[config.mk]
export PLATFORM = sky130hd
export DESIGN_NAME = gate_motor_ctrl
export DESIGN_NICKNAME = d
export VERILOG_FILES = /design/src/rtl/gate_pkg.sv /design/src/rtl/gate_debounce.sv /design/src/rtl/gate_motor_ctrl.sv
export SDC_FILE = /design/constraint.sdc
export NUM_CORES = 1
export LEC_CHECK = 0
export CAP_MARGIN = 20
export CORE_ASPECT_RATIO = 0.5
export CORE_MARGIN = 5
export CORE_UTILIZATION = 53
export CTS_BUF_LIST = sky130_fd_sc_hd__clkbuf_4 sky130_fd_sc_hd__clkbuf_8
export DETAILED_ROUTE_END_ITERATION = 10
export HOLD_SLACK_MARGIN = 0.03
export PLACE_DENSITY = 0.77
export REMOVE_ABC_BUFFERS = 1
export SYNTH_ARGS = -nofsm -noshare
export SYNTH_HDL_FRONTEND = slang
export SYNTH_SLANG_ARGS = --single-unit
[constraint.sdc]
create_clock -name clk -period 2.8 [get_ports clk]
set_input_delay 0.56 -clock clk [delete_from_list [all_inputs] [get_ports clk]]
set_output_delay 0.56 -clock clk [all_outputs]
set_load 0.005 [all_outputs]
[src/rtl/gate_pkg.sv]
// Shared types and helpers for the gate motor controller.
package gate_pkg;

    // 3-bit state encoding; CLOSED must stay 0 so a reset register reads as closed.
    typedef enum logic [2:0] {
        CLOSED    = 3'd0,
        OPENING   = 3'd1,
        OPEN_HOLD = 3'd2,
        CLOSING   = 3'd3,
        REVERSE   = 3'd4,
        FAULT     = 3'd5
    } gate_state_t;

    // Red LED half-period while latched in FAULT.
    localparam int BLINK_PERIOD = 8;

    typedef struct packed {
        logic green;
        logic blue;
        logic red;
    } led_t;

    // Steady LED pattern per state; FAULT blinking is handled by the caller.
    function automatic led_t state_leds(input gate_state_t s);
        led_t l;
        l = '0;
        case (s)
            OPENING:   l.green = 1'b1;
            OPEN_HOLD: l.blue  = 1'b1;
            CLOSING:   l.red   = 1'b1;
            default:   l = '0;
        endcase
        return l;
    endfunction

endpackage

[src/rtl/gate_debounce.sv]
// Two-flop synchroniser followed by a stability counter. The output only
// follows the synchronised input after DEBOUNCE_CYCLES consecutive samples
// that disagree with the current output.
module gate_debounce #(
    parameter int DEBOUNCE_CYCLES = 4
) (
    input  logic clk,
    input  logic reset,
    input  logic din,
    output logic dout
);
    localparam int CW = $clog2(DEBOUNCE_CYCLES + 1);
    localparam logic [CW-1:0] LAST = CW'(DEBOUNCE_CYCLES - 1);

    logic          sync1;
    logic          sync2;
    logic [CW-1:0] cnt;

    // Bring the asynchronous input into the clk domain.
    always_ff @(posedge clk or posedge reset) begin
        if (reset) begin
            sync1 <= 1'b0;
            sync2 <= 1'b0;
        end else begin
            sync1 <= din;
            sync2 <= sync1;
        end
    end

    // Count disagreeing samples; any agreeing sample restarts the run.
    always_ff @(posedge clk or posedge reset) begin
        if (reset) begin
            cnt  <= '0;
            dout <= 1'b0;
        end else if (sync2 == dout) begin
            cnt <= '0;
        end else if (cnt >= LAST) begin
            dout <= sync2;
            cnt  <= '0;
        end else begin
            cnt <= cnt + CW'(1);
        end
    end

endmodule

[src/rtl/gate_motor_ctrl.sv]
// Gate drive sequencer: limit-switch confirmed open/close, open-hold while
// traffic is present, reversal on obstruction, latched fault on timeouts or
// contradictory limit switches.
module gate_motor_ctrl
    import gate_pkg::*;
#(
    parameter int DEBOUNCE_CYCLES = 4,
    parameter int HOLD_CYCLES     = 10,
    parameter int MOVE_TIMEOUT    = 50,
    parameter int DEAD_CYCLES     = 2
) (
    input  logic       clk,
    input  logic       reset,
    input  logic       sensor,
    input  logic       limit_open,
    input  logic       limit_closed,
    input  logic       obstruction,
    input  logic       fault_clr,
    output logic       motor_open,
    output logic       motor_close,
    output logic       green_led,
    output logic       blue_led,
    output logic       red_led,
    output logic       fault,
    output logic [2:0] state_o
);
    localparam int MAX_A = (HOLD_CYCLES > MOVE_TIMEOUT) ? HOLD_CYCLES : MOVE_TIMEOUT;
    localparam int MAX_B = (DEAD_CYCLES > DEBOUNCE_CYCLES) ? DEAD_CYCLES : DEBOUNCE_CYCLES;
    localparam int MAX_P = (MAX_A > MAX_B) ? MAX_A : MAX_B;
    localparam int CW    = $clog2(MAX_P + 1);

    localparam logic [CW-1:0] MOVE_LAST = CW'(MOVE_TIMEOUT - 1);
    localparam logic [CW-1:0] DEAD_LAST = CW'(DEAD_CYCLES - 1);
    localparam logic [CW-1:0] HOLD_LOAD = CW'(HOLD_CYCLES);
    localparam logic [2:0]    BLINK_LAST = 3'(BLINK_PERIOD - 1);

    gate_state_t   state;
    gate_state_t   nxt;
    logic [CW-1:0] cnt;    // move / dead-time / drift counter, cleared on every state change
    logic [CW-1:0] hold;   // open-hold countdown
    logic [2:0]    blink;
    logic          sensor_db;
    logic          presence;
    led_t          leds_nxt;

    gate_debounce #(.DEBOUNCE_CYCLES(DEBOUNCE_CYCLES)) u_sensor_db (
        .clk   (clk),
        .reset (reset),
        .din   (sensor),
        .dout  (sensor_db)
    );

    assign presence = sensor_db | obstruction;
    assign leds_nxt = state_leds(nxt);
    assign state_o  = state;

    // Next-state decision; contradictory limits override everything.
    always_comb begin
        nxt = state;
        if (limit_open && limit_closed) begin
            nxt = FAULT;
        end else begin
            case (state)
                CLOSED: begin
                    if (sensor_db)                           nxt = OPENING;
                    else if (!limit_closed && cnt >= MOVE_LAST) nxt = FAULT;
                end
                OPENING: begin
                    if (limit_open)             nxt = OPEN_HOLD;
                    else if (cnt >= MOVE_LAST)  nxt = FAULT;
                end
                OPEN_HOLD: begin
                    if (!presence && hold <= CW'(1)) nxt = CLOSING;
                end
                CLOSING: begin
                    if (presence)               nxt = REVERSE;
                    else if (limit_closed)      nxt = CLOSED;
                    else if (cnt >= MOVE_LAST)  nxt = FAULT;
                end
                REVERSE: begin
                    if (cnt >= DEAD_LAST)       nxt = OPENING;
                end
                FAULT: begin
                    if (fault_clr)              nxt = limit_closed ? CLOSED : OPENING;
                end
                default:                        nxt = FAULT;
            endcase
        end
    end

    // State, counters and registered outputs decoded from the next state.
    always_ff @(posedge clk or posedge reset) begin
        if (reset) begin
            state       <= CLOSED;
            cnt         <= '0;
            hold        <= '0;
            blink       <= '0;
            motor_open  <= 1'b0;
            motor_close <= 1'b0;
            green_led   <= 1'b0;
            blue_led    <= 1'b0;
            red_led     <= 1'b0;
            fault       <= 1'b0;
        end else begin
            state <= nxt;

            if (nxt != state) begin
                cnt  <= '0;
                hold <= HOLD_LOAD;
            end else if (state == CLOSED) begin
                // Consecutive cycles with the closed limit released (drift).
                cnt <= limit_closed ? '0 : ((&cnt) ? cnt : cnt + CW'(1));
            end else if (state == OPEN_HOLD) begin
                hold <= presence ? HOLD_LOAD : ((hold != '0) ? hold - CW'(1) : hold);
            end else begin
                cnt <= (&cnt) ? cnt : cnt + CW'(1);
            end

            motor_open  <= (nxt == OPENING);
            motor_close <= (nxt == CLOSING);
            green_led   <= leds_nxt.green;
            blue_led    <= leds_nxt.blue;
            fault       <= (nxt == FAULT);

            // Red is solid while closing; in FAULT it starts lit and toggles every BLINK_PERIOD.
            if (nxt == FAULT) begin
                if (state != FAULT) begin
                    red_led <= 1'b1;
                    blink   <= '0;
                end else begin
                    blink <= blink + 3'd1;
                    if (blink == BLINK_LAST) red_led <= ~red_led;
                end
            end else begin
                red_led <= leds_nxt.red;
                blink   <= '0;
            end
        end
    end

endmodule

==> results of run 1 <==
[critical path, cell delays in order (launching register included)]
cell	delay, ns
sky130_fd_sc_hd__dfrtp_2	0.44
sky130_fd_sc_hd__ha_1	0.23
sky130_fd_sc_hd__or4b_4	0.51
sky130_fd_sc_hd__o311ai_4	0.28
sky130_fd_sc_hd__o311ai_4	0.17
sky130_fd_sc_hd__o31ai_4	0.29
sky130_fd_sc_hd__nand3_2	0.11
sky130_fd_sc_hd__a211o_1	0.34
sky130_fd_sc_hd__o21bai_2	0.20
[through the flow]
stage / TNS, ns / cells / power [W] / utilization
2_1_floorplan: 0 / 183 / 0.001304 / -
3_3_place_gp: -0.001834 / 247 / 0.001658 / 0.6481
3_5_place_dp: -0.1268 / 247 / 0.001690 / 0.6481
4_1_cts: 0 / 255 / 0.002160 / 0.6868
5_1_grt: 0 / 256 / 0.002344 / 0.6897
6_report: 0 / 256 / 0.002178 / 0.6897
[per-layer routing]
layer / up-vias / part of all wire / routed length, um
met3: 2 / 0.054 / 214
met5: - / 0 / 0
met1: 719 / 0.48 / 1881
met4: 0 / 0.0058 / 23
met2: 49 / 0.46 / 1826
li1: 741 / - / -
[registers in the layout, indices dropped and copies added (netlist names)]
name               cells
green_led              1
u_sensor_db.cnt        3
fault                  1
cnt                    6
blink                  3
state_o                3
red_led                1
motor_close            1
blue_led               1
u_sensor_db.dout       1
hold                   6
u_sensor_db.sync1      1
u_sensor_db.sync2      1
[area by class of cell]
| type | count | area (um2) | share of cell area |
|---|---|---|---|
| Clock buffer | 7 | 90.09 | 0.04213 |
| Clock inverter | 1 | 30.03 | 0.01404 |
| Inverter | 12 | 45.04 | 0.02106 |
| Multi-Input combinational cell | 142 | 970.9 | 0.4541 |
| Timing Repair Buffer | 25 | 225.2 | 0.1053 |
| Sequential cell | 29 | 726.9 | 0.3400 |
| Tap cell | 40 | 50.05 | 0.02341 |
[power by group]
| group | internal [W] | total (W) | switching, W |
|---|---|---|---|
| clock | 0.000300 | 0.000466 | 0.000166 |
| combinational | 0.000505 | 0.00107 | 0.000568 |
| sequential | 0.000518 | 0.000640 | 0.000122 |
[cell families (layout without fill, tap and decap cells)]
group                      after synthesis  after routing
and+or+nand+nor                         83             83
AOI/OAI and AO/OA                       47             47
DFF                                     29             29
xor gates and xnor gates                 2              2
muxes                                    1              1
buffers and inverters                   18             45
adders and majority gates                9              9
[layout by cell type, fill, tap and decap left out, types with 2 or more instances in the layout]
cell,count
sky130_fd_sc_hd__nand4_1,4
sky130_fd_sc_hd__a21oi_1,10
sky130_fd_sc_hd__inv_1,12
sky130_fd_sc_hd__ha_1,9
sky130_fd_sc_hd__nor3b_1,2
sky130_fd_sc_hd__and2_1,4
sky130_fd_sc_hd__dfrtp_1,28
sky130_fd_sc_hd__nor2_1,17
sky130_fd_sc_hd__nand2b_1,3
sky130_fd_sc_hd__buf_4,10
sky130_fd_sc_hd__nand2_1,15
sky130_fd_sc_hd__clkbuf_8,6
sky130_fd_sc_hd__a211oi_1,2
sky130_fd_sc_hd__or2_2,2
sky130_fd_sc_hd__nor3_1,8
sky130_fd_sc_hd__o311ai_4,2
sky130_fd_sc_hd__nor4b_1,3
sky130_fd_sc_hd__a31oi_1,2
sky130_fd_sc_hd__xor2_1,2
sky130_fd_sc_hd__nand3_1,6
sky130_fd_sc_hd__and3_1,5
sky130_fd_sc_hd__nor2b_1,4
sky130_fd_sc_hd__o21ai_0,12
sky130_fd_sc_hd__clkdlybuf4s50_1,15
sky130_fd_sc_hd__or3_1,2
[repair_timing]
item,CTS,global route
resized for setup,0,1
endpoints found under the setup margin,0,2
hold buffers,0,0
setup buffers,0,1
[path summary, 6_finish.rpt]
kind / startpoint / endpoint / slack, ns / depth (start not counted)
setup / recovery: cnt[0] / hold[3] / 0.12 / 8
hold reg to reg: u_sensor_db.sync1 / u_sensor_db.sync2 / 0.38 / 0
min in group asynchronous: reset / u_sensor_db.cnt[2] / 0.66 / 3
setup reg to reg: cnt[0] / hold[3] / 0.12 / 8
hold / removal: u_sensor_db.sync1 / u_sensor_db.sync2 / 0.38 / 0
max in group asynchronous: reset / cnt[0] / 1.85 / 3
==> out/qor.tcl, run 1 <==
set qor(detailedPlacementHpwl_mm) 2.824
set qor(synth.top_cells.by_area) {sky130_fd_sc_hd__dfrtp_1, sky130_fd_sc_hd__ha_1, sky130_fd_sc_hd__nor2_1}
set qor(critical_path_class) {reg -> reg}
set qor(synth_top_family_by_area) {simple AND/OR/NAND/NOR gates}
set qor(global_route.usage.total) 0.1824
set qor(cts_tree) {done}
set qor(yosysTopAreaCell) {sky130_fd_sc_hd__dfrtp_1}
set qor(detail-route-antenna-nets) 0
set qor(synth-seq-area-share) 0.4105
set qor(antenna_found_initial) 0
set qor(cp_data_required_time_ns) 2.96
set qor(drt-initial-drc-count) 87
set qor(synth-compound-area-share) 0.2081
set qor(cts-htree-levels) 2
set qor(cp_max_fo) 6
set qor(hold_slack_ns) 0.3805
set qor(detailedPlace.worstSlack_ns) -0.05303
set qor(yosys_register_bits) 29
set qor(power_density_nw_per_um2) 1019
set qor(status) {finished clean}
set qor(ioPinCount) 16
set qor(setup-violations-final) 0
set qor(grt_use_met3) 0.05572
set qor(achievable-frequency_mhz) 373.4
set qor(nFillCells) 248
set qor(place_congestion) 0.8902
set qor(critical_path_arrival_ns) 2.84
set qor(synth_simple_gate_area_share) 0.2611
set qor(ys.warnings.count) 0
set qor(routed_wirelength_mm) 3.945
set qor(grt_first_pass_wirelength_mm) 6.844
set qor(worstMarginPinSlew_ns) 0.4453
set qor(fp-row-count) 14
set qor(portion_of_netlist_area_occupied_by_mux_cells) 0.006369
set qor(root_buffer) {sky130_fd_sc_hd__clkbuf_8}
set qor(total_drc_errors_in_the_routed_layout) 0
set qor(die_width_um) 91.68
set qor(chipHeight_um) 50.84
set qor(layout-drive-gt1-share) 0.1389
set qor(synth_edf_count) 0
set qor(synth_most_common_cell) {sky130_fd_sc_hd__dfrtp_1}
set qor(die_area_um2) 4661
set qor(slew-limit-headroom) 0.7008
set qor(worst_setup_path_start_kind) {register}
set qor(cp-end-kind) {register}
set qor(clock_sinks) 29
set qor(nets) 231
set qor(insertion_delay_ns) 0.28
set qor(grt_use_met2) 0.2878
set qor(fin_crit_sh) 0.9565
set qor(synth-async-reset-ratio) 1.000
set qor(post_synth_fa_ha_maj_area_fraction) 0.06369
set qor(final.setup.worst_slack_ns) 0.1217
set qor(drtPass1Iterations) 4
set qor(synth_cell_type_count) 52
set qor(global_route.overflow_total) 0
set qor(vias_per_cell) 5.902
set qor(placed_cell_area_um2) 2009
set qor(antenna_fix_cells) 0
set qor(grt_most_used_layer) {met2}
set qor(power.static_leakage_nw) 0.9347
set qor(finalInstanceArea_um2) 2138
set qor(coreArea_um2) 3100
set qor(largest_net_degree_at_the_start_of_global_routing) 30
set qor(clock_skew_ns) 0.004598
set qor(cell_area_after_synthesis_um2) 1768
set qor(fin_crit_ns) 2.678
set qor(synth_top_flop_cell) {sky130_fd_sc_hd__dfrtp_1}
set qor(port_buffers) 15
set qor(floorplan.initialDensity) 0.5702
set qor(maxSlewViolCount) 0
set qor(yosysTopAreaCellShare) 0.4105
set qor(first_global_vias) 1438
set qor(cts_buf_count) 5
set qor(rsz0062_at_grt) {no}
set qor(xor_xnor_share_of_the_synthesized_area) 0.009908
set qor(hold_violations) 0
set qor(syn-mean-instance-area_um2) 9.354
set qor(clk_path_buf_depth) 2
set qor(worst_setup_hold_path_clk_slew_ns) 0.07
set qor(area_growth_syn_to_layout_pct) 20.95
set qor(synthTopCellsByCount) {sky130_fd_sc_hd__dfrtp_1, sky130_fd_sc_hd__nor2_1, sky130_fd_sc_hd__nand2_1, sky130_fd_sc_hd__inv_1, sky130_fd_sc_hd__o21ai_0}
set qor(detailroute.via_count) 1511
set qor(max-cap-violations) 0
set qor(met1_usage) 0.2482
set qor(irDropWorstVdd_mv) 0.4855
set qor(worstHoldPathType) {reg -> reg}
set qor(postSynthCellCount) 189
set qor(avgRoutedWirePerCell_um) 15.41
Note: power is estimated with default switching activity, not from simulation.
==> run 2: changes to the inputs <==
CORE_UTILIZATION = 51   (was 53)
CTS_BUF_LIST = not set   (was sky130_fd_sc_hd__clkbuf_4 sky130_fd_sc_hd__clkbuf_8)
PLACE_DENSITY = 0.75   (was 0.77)
==> run 2 against run 1 <==
  * Clock power is 29% lower
  * Cell area down 1.2%
  * Count of clock-buffer cells in the layout shrank 2
  * Critical path depth unchanged
  * Via count up 0.40%
==> out/qor.tcl, run 2 (synthesis results as in run 1) <==
set qor(die_area_um2) 4816 ;# +3.3%
set qor(avgRoutedWirePerCell_um) 14.88 ;# -3.4%
set qor(placed_cell_area_um2) 2012 ;# +0.12%
set qor(fin_crit_ns) 2.664 ;# -0.01444 ns
set qor(cts_buf_count) 5 ;# unchanged
set qor(critPathMostFrequentCell) {sky130_fd_sc_hd__o311ai_4}
set qor(routed_wirelength_mm) 3.839 ;# -2.7%
set qor(root_buffer) {sky130_fd_sc_hd__clkbuf_8}
set qor(detailroute.via_count) 1517 ;# +0.40%
set qor(grt_first_pass_wirelength_mm) 6.541 ;# -4.4%
set qor(total_drc_errors_in_the_routed_layout) 0 ;# unchanged
set qor(cts_hold_buf) 0 ;# unchanged
set qor(max-cap-violations) 0 ;# unchanged
set qor(drt-initial-drc-count) 139 ;# +60%
set qor(worst_path_max_delay_cell) {sky130_fd_sc_hd__or4b_4}
set qor(cp-end-kind) {register}
set qor(global_route.overflow_total) 0 ;# unchanged
set qor(clk_path_buf_depth) 2 ;# unchanged
set qor(layout-drive-gt1-share) 0.1435 ;# +0.004630
set qor(achievable-frequency_mhz) 375.4 ;# +0.54%
set qor(path_cells) {ha_1, or4b_4, o311ai_4, o311ai_4, o31ai_4, nand3_2, a211o_1, o21bai_2}
set qor(cts_tree) {done}
set qor(insertion_delay_ns) 0.28 ;# about the same
set qor(place_congestion) 0.9031 ;# +1.4%
set qor(critical_path_arrival_ns) 2.83 ;# about the same
set qor(cp_max_fo) 6 ;# unchanged
set qor(vias_per_cell) 5.880 ;# -0.38%
set qor(final_core_utilization) 0.6256 ;# -0.06411
set qor(cts-htree-levels) 2 ;# unchanged
set qor(worstMarginPinSlew_ns) 0.4783 ;# +0.03300 ns
set qor(final.setup.worst_slack_ns) 0.1361 ;# +0.01444 ns
set qor(detailedPlacementHpwl_mm) 2.782 ;# -1.5%
set qor(chipHeight_um) 51.64 ;# +1.6%
set qor(fp-row-count) 15 ;# +1
set qor(ioPinCount) 16 ;# unchanged
set qor(worst_setup_path_start_kind) {register}
set qor(mostFrequentLayoutCell) {sky130_fd_sc_hd__dfrtp_1}
set qor(clock_skew_ns) 0.003830 ;# -0.0007683 ns
set qor(coreArea_um2) 3378 ;# +9.0%
set qor(port_buffers) 15 ;# unchanged
set qor(worstHoldPathType) {reg -> reg}
set qor(power.static_leakage_nw) 0.9191 ;# -1.7%
set qor(irDropWorstVdd_mv) 0.2930 ;# -40%
set qor(floorplan.initialDensity) 0.5233 ;# -0.04688
set qor(power_density_nw_per_um2) 964.6 ;# -5.3%
set qor(critical_path_class) {reg -> reg}
set qor(die_width_um) 93.27 ;# +1.7%
set qor(worst_setup_hold_path_clk_slew_ns) 0.06 ;# about the same
set qor(rsz0062_at_grt) {no}
set qor(finalInstanceArea_um2) 2113 ;# -1.2%
set qor(fin_crit_sh) 0.9514 ;# -0.005156
set qor(detail-route-antenna-nets) 0 ;# unchanged
set qor(global_route.usage.total) 0.1739 ;# -0.008535
set qor(area_growth_syn_to_layout_pct) 19.53
set qor(largest_net_degree_at_the_start_of_global_routing) 30 ;# unchanged
set qor(slew-limit-headroom) 0.6811 ;# -0.01972
set qor(hold_violations) 0 ;# unchanged
set qor(most-common-layout-cells) {sky130_fd_sc_hd__dfrtp_1, sky130_fd_sc_hd__nor2_1, sky130_fd_sc_hd__nand2_1, sky130_fd_sc_hd__clkdlybuf4s50_1}
set qor(critical_path.max_stage_delay_ns) 0.52 ;# about the same
set qor(antenna_fix_cells) 0 ;# unchanged
set qor(nets) 231 ;# unchanged
set qor(status) {finished clean}
set qor(maxSlewViolCount) 0 ;# unchanged
set qor(report.power.total_w) 0.002039 ;# -6.4%
set qor(first_global_vias) 1409 ;# -2.0%
set qor(cp_data_required_time_ns) 2.96 ;# about the same
set qor(nFillCells) 286 ;# +15%
set qor(reg2reg_slack_ns) 0.14 ;# about the same
set qor(setup-violations-final) 0 ;# unchanged
set qor(clock_sinks) 29 ;# unchanged
set qor(antenna_found_initial) 0 ;# unchanged
set qor(drtPass1Iterations) 4 ;# unchanged
set qor(layout_top_registers) {cnt: 6 flops, hold: 6 flops}
set qor(detailedPlace.worstSlack_ns) -0.09754 ;# -0.04451 ns
-- run 2: final cells by class --
| type | instances | area, um2 | area share |
|---|---|---|---|
| clock inverter | 3 | 17.52 | 0.008289 |
| clock buffer | 5 | 68.82 | 0.03256 |
| inverter | 12 | 45.04 | 0.02131 |
| timing repair buffer | 25 | 225.2 | 0.1066 |
| tap | 42 | 52.55 | 0.02487 |
| multi-input combinational | 142 | 977.2 | 0.4624 |
| sequential | 29 | 726.9 | 0.3440 |
-- run 2: repair_timing --
action | 4_1_cts | 5_1_grt
resized for setup | 0 | 2
setup endpoints to repair | 0 | 3
setup buffers | 0 | 1
-- run 2: worst paths after layout --
path	depth (start not counted)	to	start
max	8	hold[3]	cnt[0]
min	0	u_sensor_db.sync2	u_sensor_db.sync1
max reg2reg	8	hold[3]	cnt[0]
min reg2reg	0	u_sensor_db.sync2	u_sensor_db.sync1
max in group asynchronous	3	cnt[0]	reset
min in group asynchronous	3	blink[2]	reset
-- run 2: metal layers --
layer / up-vias / part of all wire / track usage
li1: 744 / - / -
met1: 718 / 0.46 / 0.2305
met2: 49 / 0.47 / 0.2817
met3: 6 / 0.055 / 0.04335
met4: 0 / 0.013 / 0.05596
met5: - / 0 / 0
-- run 2: power breakdown --
group	total, W	switching (W)	internal, W
registers	0.000660	0.000142	0.000518
clock network	0.000333	0.000162	0.000171
logic	0.00105	0.000557	0.000489
total	0.00204	0.000860	0.00118
-- run 2: stage by stage --
step,setup TNS [ns],hold WS [ns],std cells
CTS,0,0.3558,257
global route,0,0.3729,258
floorplan,0,0.3312,183
detailed placement,-0.3776,0.3404,249
global placement,-0.003426,0.3353,249
finish,0,0.3520,258
-- run 2: critical path: cells and delay by family, from the launching register on --
| kind | cells | cell delay [ns] |
|---|---|---|
| flip-flops | 1 | 0.44 |
| AND/OR/NAND/NOR | 2 | 0.62 |
| AO/OA/AOI/OAI | 5 | 1.24 |
| adder cells (fa/ha/maj) | 1 | 0.23 |
==> run 3: changes to the inputs <==
MAX_ROUTING_LAYER = met4   (was not set)
TNS_END_PERCENT = 100   (was not set)
==> run 3 against run 2 <==
  * First-iteration DRC count rose by 5.0%
  * Worst setup slack got worse by 0.017 ns
  * Core utilization is the same
  * Combinational power about the same
  * Global-route usage rose by 0.48 points
  * Sequential share of layout area stayed put
  * Via count increased by 0.33%
  * Critical path type unchanged
  * Largest power group unchanged
==> out/qor.tcl, run 3 (synthesis results as in run 1) <==
set qor(status) {finished clean}
set qor(setup-violations-final) 0 ;# unchanged
set qor(critPathMostFrequentCell) {sky130_fd_sc_hd__o311ai_4}
set qor(critical_path_arrival_ns) 2.84 ;# about the same
set qor(achievable-frequency_mhz) 373.0 ;# -0.62%
set qor(launching_point_of_the_worst_reg2reg_path) {cnt[0]}
set qor(hold_depth) 0 ;# unchanged
set qor(grt_use_met3) 0.04335 ;# unchanged
set qor(place_congestion) 0.9186 ;# +1.7%
set qor(die_width_um) 93.27 ;# unchanged
set qor(nets) 231 ;# unchanged
set qor(critical_path.max_stage_delay_ns) 0.52 ;# about the same
set qor(die_area_um2) 4816 ;# unchanged
set qor(grt_use_met2) 0.2828 ;# +0.001183
set qor(ioPinCount) 16 ;# unchanged
set qor(layout-drive-gt1-share) 0.1435 ;# unchanged
set qor(detailroute.via_count) 1522 ;# +0.33%
set qor(reg2reg_slack_ns) 0.12 ;# -0.02 ns
set qor(drt-initial-drc-count) 146 ;# +5.0%
set qor(global_route.usage.total) 0.1787 ;# +0.004789
set qor(clk_path_buf_depth) 2 ;# unchanged
set qor(rsz0062_at_grt) {no}
set qor(path_cells) {ha_1, or4b_4, o311ai_4, o311ai_4, o31ai_4, nand3_2, a211o_1, o21bai_2}
set qor(root_buffer) {sky130_fd_sc_hd__clkbuf_8}
set qor(most-common-layout-cells) {sky130_fd_sc_hd__dfrtp_1, sky130_fd_sc_hd__nor2_1, sky130_fd_sc_hd__nand2_1, sky130_fd_sc_hd__clkdlybuf4s50_1}
set qor(hold_end) {u_sensor_db.sync2}
set qor(coreArea_um2) 3378 ;# unchanged
set qor(antenna_fix_cells) 0 ;# unchanged
set qor(avgRoutedWirePerCell_um) 14.81 ;# -0.47%
set qor(cp-end-kind) {register}
set qor(vias_per_cell) 5.899 ;# +0.33%
set qor(area_growth_syn_to_layout_pct) 19.53 ;# unchanged
set qor(clock_skew_ns) 0.004711 ;# +0.0008806 ns
set qor(irDropWorstVdd_mv) 0.2916 ;# -0.50%
set qor(worst_setup_hold_path_clk_slew_ns) 0.06 ;# about the same
set qor(final_core_utilization) 0.6256 ;# unchanged
set qor(crit-reg2reg-capture) {hold[3]}
set qor(chipHeight_um) 51.64 ;# unchanged
set qor(worstHoldPathType) {reg -> reg}
set qor(detailedPlacementHpwl_mm) 2.782 ;# unchanged
set qor(layout_top_registers) {cnt: 6 flops, hold: 6 flops}
set qor(detailedPlace.worstSlack_ns) -0.09754 ;# unchanged
set qor(max-cap-violations) 0 ;# unchanged
set qor(drtPass1Iterations) 4 ;# unchanged
set qor(cts-htree-levels) 2 ;# unchanged
set qor(maxSlewViolCount) 0 ;# unchanged
set qor(slew-limit-headroom) 0.6889 ;# +0.007783
set qor(critical_path_class) {reg -> reg}
set qor(worstMarginPinSlew_ns) 0.4666 ;# -0.01167 ns
set qor(power_density_nw_per_um2) 964.5 ;# about the same
set qor(fin_setup_tns_ns) 0 ;# unchanged
set qor(global_route.overflow_total) 0 ;# unchanged
set qor(area.sequential_um2) 726.9 ;# unchanged
set qor(place_inst) 249 ;# unchanged
set qor(hold_violations) 0 ;# unchanged
set qor(antenna_found_initial) 0 ;# unchanged
set qor(largest_net_degree_at_the_start_of_global_routing) 30 ;# unchanged
set qor(floorplan.initialDensity) 0.5233 ;# unchanged
set qor(power.static_leakage_nw) 0.9191 ;# unchanged
set qor(routed_wirelength_mm) 3.821 ;# -0.47%
set qor(port_buffers) 15 ;# unchanged
set qor(final.setup.worst_slack_ns) 0.1194 ;# -0.01675 ns
set qor(detail-route-antenna-nets) 0 ;# unchanged
set qor(met1_usage) 0.2296 ;# -0.0009074
set qor(worst_setup_path_start_kind) {register}
set qor(cts_hold_buf) 0 ;# unchanged
set qor(reg2reg_depth) 8 ;# unchanged
set qor(fin_crit_sh) 0.9574 ;# +0.005982
set qor(hold_slack_ns) 0.3519 ;# -0.00008000 ns
set qor(finalNonFillerCells) 258 ;# unchanged
set qor(grt_first_pass_wirelength_mm) 6.541 ;# unchanged
set qor(first_global_vias) 1414 ;# +0.35%
set qor(fin_crit_ns) 2.681 ;# +0.01675 ns
set qor(insertion_delay_ns) 0.28 ;# about the same
set qor(clock_sinks) 29 ;# unchanged
set qor(worst_path_max_delay_cell) {sky130_fd_sc_hd__or4b_4}
set qor(cts_tree) {done}
set qor(cp_max_fo) 6 ;# unchanged
set qor(worst_min_path_start) {u_sensor_db.sync1}
set qor(mostFrequentLayoutCell) {sky130_fd_sc_hd__dfrtp_1}
set qor(cp_data_required_time_ns) 2.96 ;# about the same
set qor(total_drc_errors_in_the_routed_layout) 0 ;# unchanged
set qor(cts_buf_count) 5 ;# unchanged
set qor(grt_most_used_layer) {met2}
set qor(nFillCells) 286 ;# unchanged
set qor(fp-row-count) 15 ;# unchanged
set qor(multi_input_comb_area_um2) 977.2 ;# unchanged
==> run 3: cell counts in the layout (fill, tap and decap cells not counted) <==
No cell type changed its count.
==> run 3: worst max-delay path: cells and delay by family, from the launching register on <==
kind                     cells  cell delay (ns)
AO/OA/AOI/OAI                5             1.27
adder cells (fa/ha/maj)      1             0.23
flip-flops                   1             0.44
AND/OR/NAND/NOR              2             0.62
==> run 3: repair_timing <==
item,in CTS,in global routing
endpoints found under the setup margin,0,3
hold endpoints to repair,0,0
resized for setup,0,2
buffers inserted,0,1
==> run 3: worst max path at each step <==
| stage | start | endpoint | slack (ns) | cells after the start |
|---|---|---|---|---|
| 6_report | cnt[0] | hold[3] | 0.12 | 8 |
| 5_1_grt | cnt[0] | hold[4] | 0.03 | 8 |
| 4_1_cts | cnt[0] | hold[3] | 0.09 | 8 |
| 3_5_place_dp | limit_closed | hold[5] | -0.1 | 7 |
| 3_3_place_gp | limit_closed | cnt[0] | -0.003 | 8 |
| 2_1_floorplan | cnt[0] | hold[3] | 0.23 | 8 |
==> run 3: area by class of cell <==
| type | count | area share |
|---|---|---|
| Clock buffer | 5 | 0.03256 |
| Clock inverter | 3 | 0.008289 |
| Inverter | 12 | 0.02131 |
| Multi-Input combinational cell | 142 | 0.4624 |
| Sequential cell | 29 | 0.3440 |
| Tap cell | 42 | 0.02487 |
| Timing Repair Buffer | 25 | 0.1066 |
==> run 3: layer usage <==
layer  part of all wire  up-vias  routed length (um)
met4              0.013        0                  50
li1                   -      743                   -
met2               0.47       47                1813
met3              0.049        6                 188
met1               0.46      726                1769
met5                  0        -                   0
==> run 3: power by group <==
part	internal, W	switching [W]	total (W)
combinational	0.000489	0.000557	0.00105
sequential	0.000518	0.000142	0.000660
clock	0.000171	0.000161	0.000332
total	0.00118	0.000860	0.00204
==> run 3: metrics by stage <==
| stage | cell area [um2] | total power [W] |
|---|---|---|
| after floorplan | 1742 | 0.001304 |
| after global placement | 2012 | 0.001642 |
| after detailed placement | 2012 | 0.001670 |
| after CTS | 2098 | 0.002018 |
| after global routing | 2113 | 0.002187 |
| final | 2113 | 0.002038 |
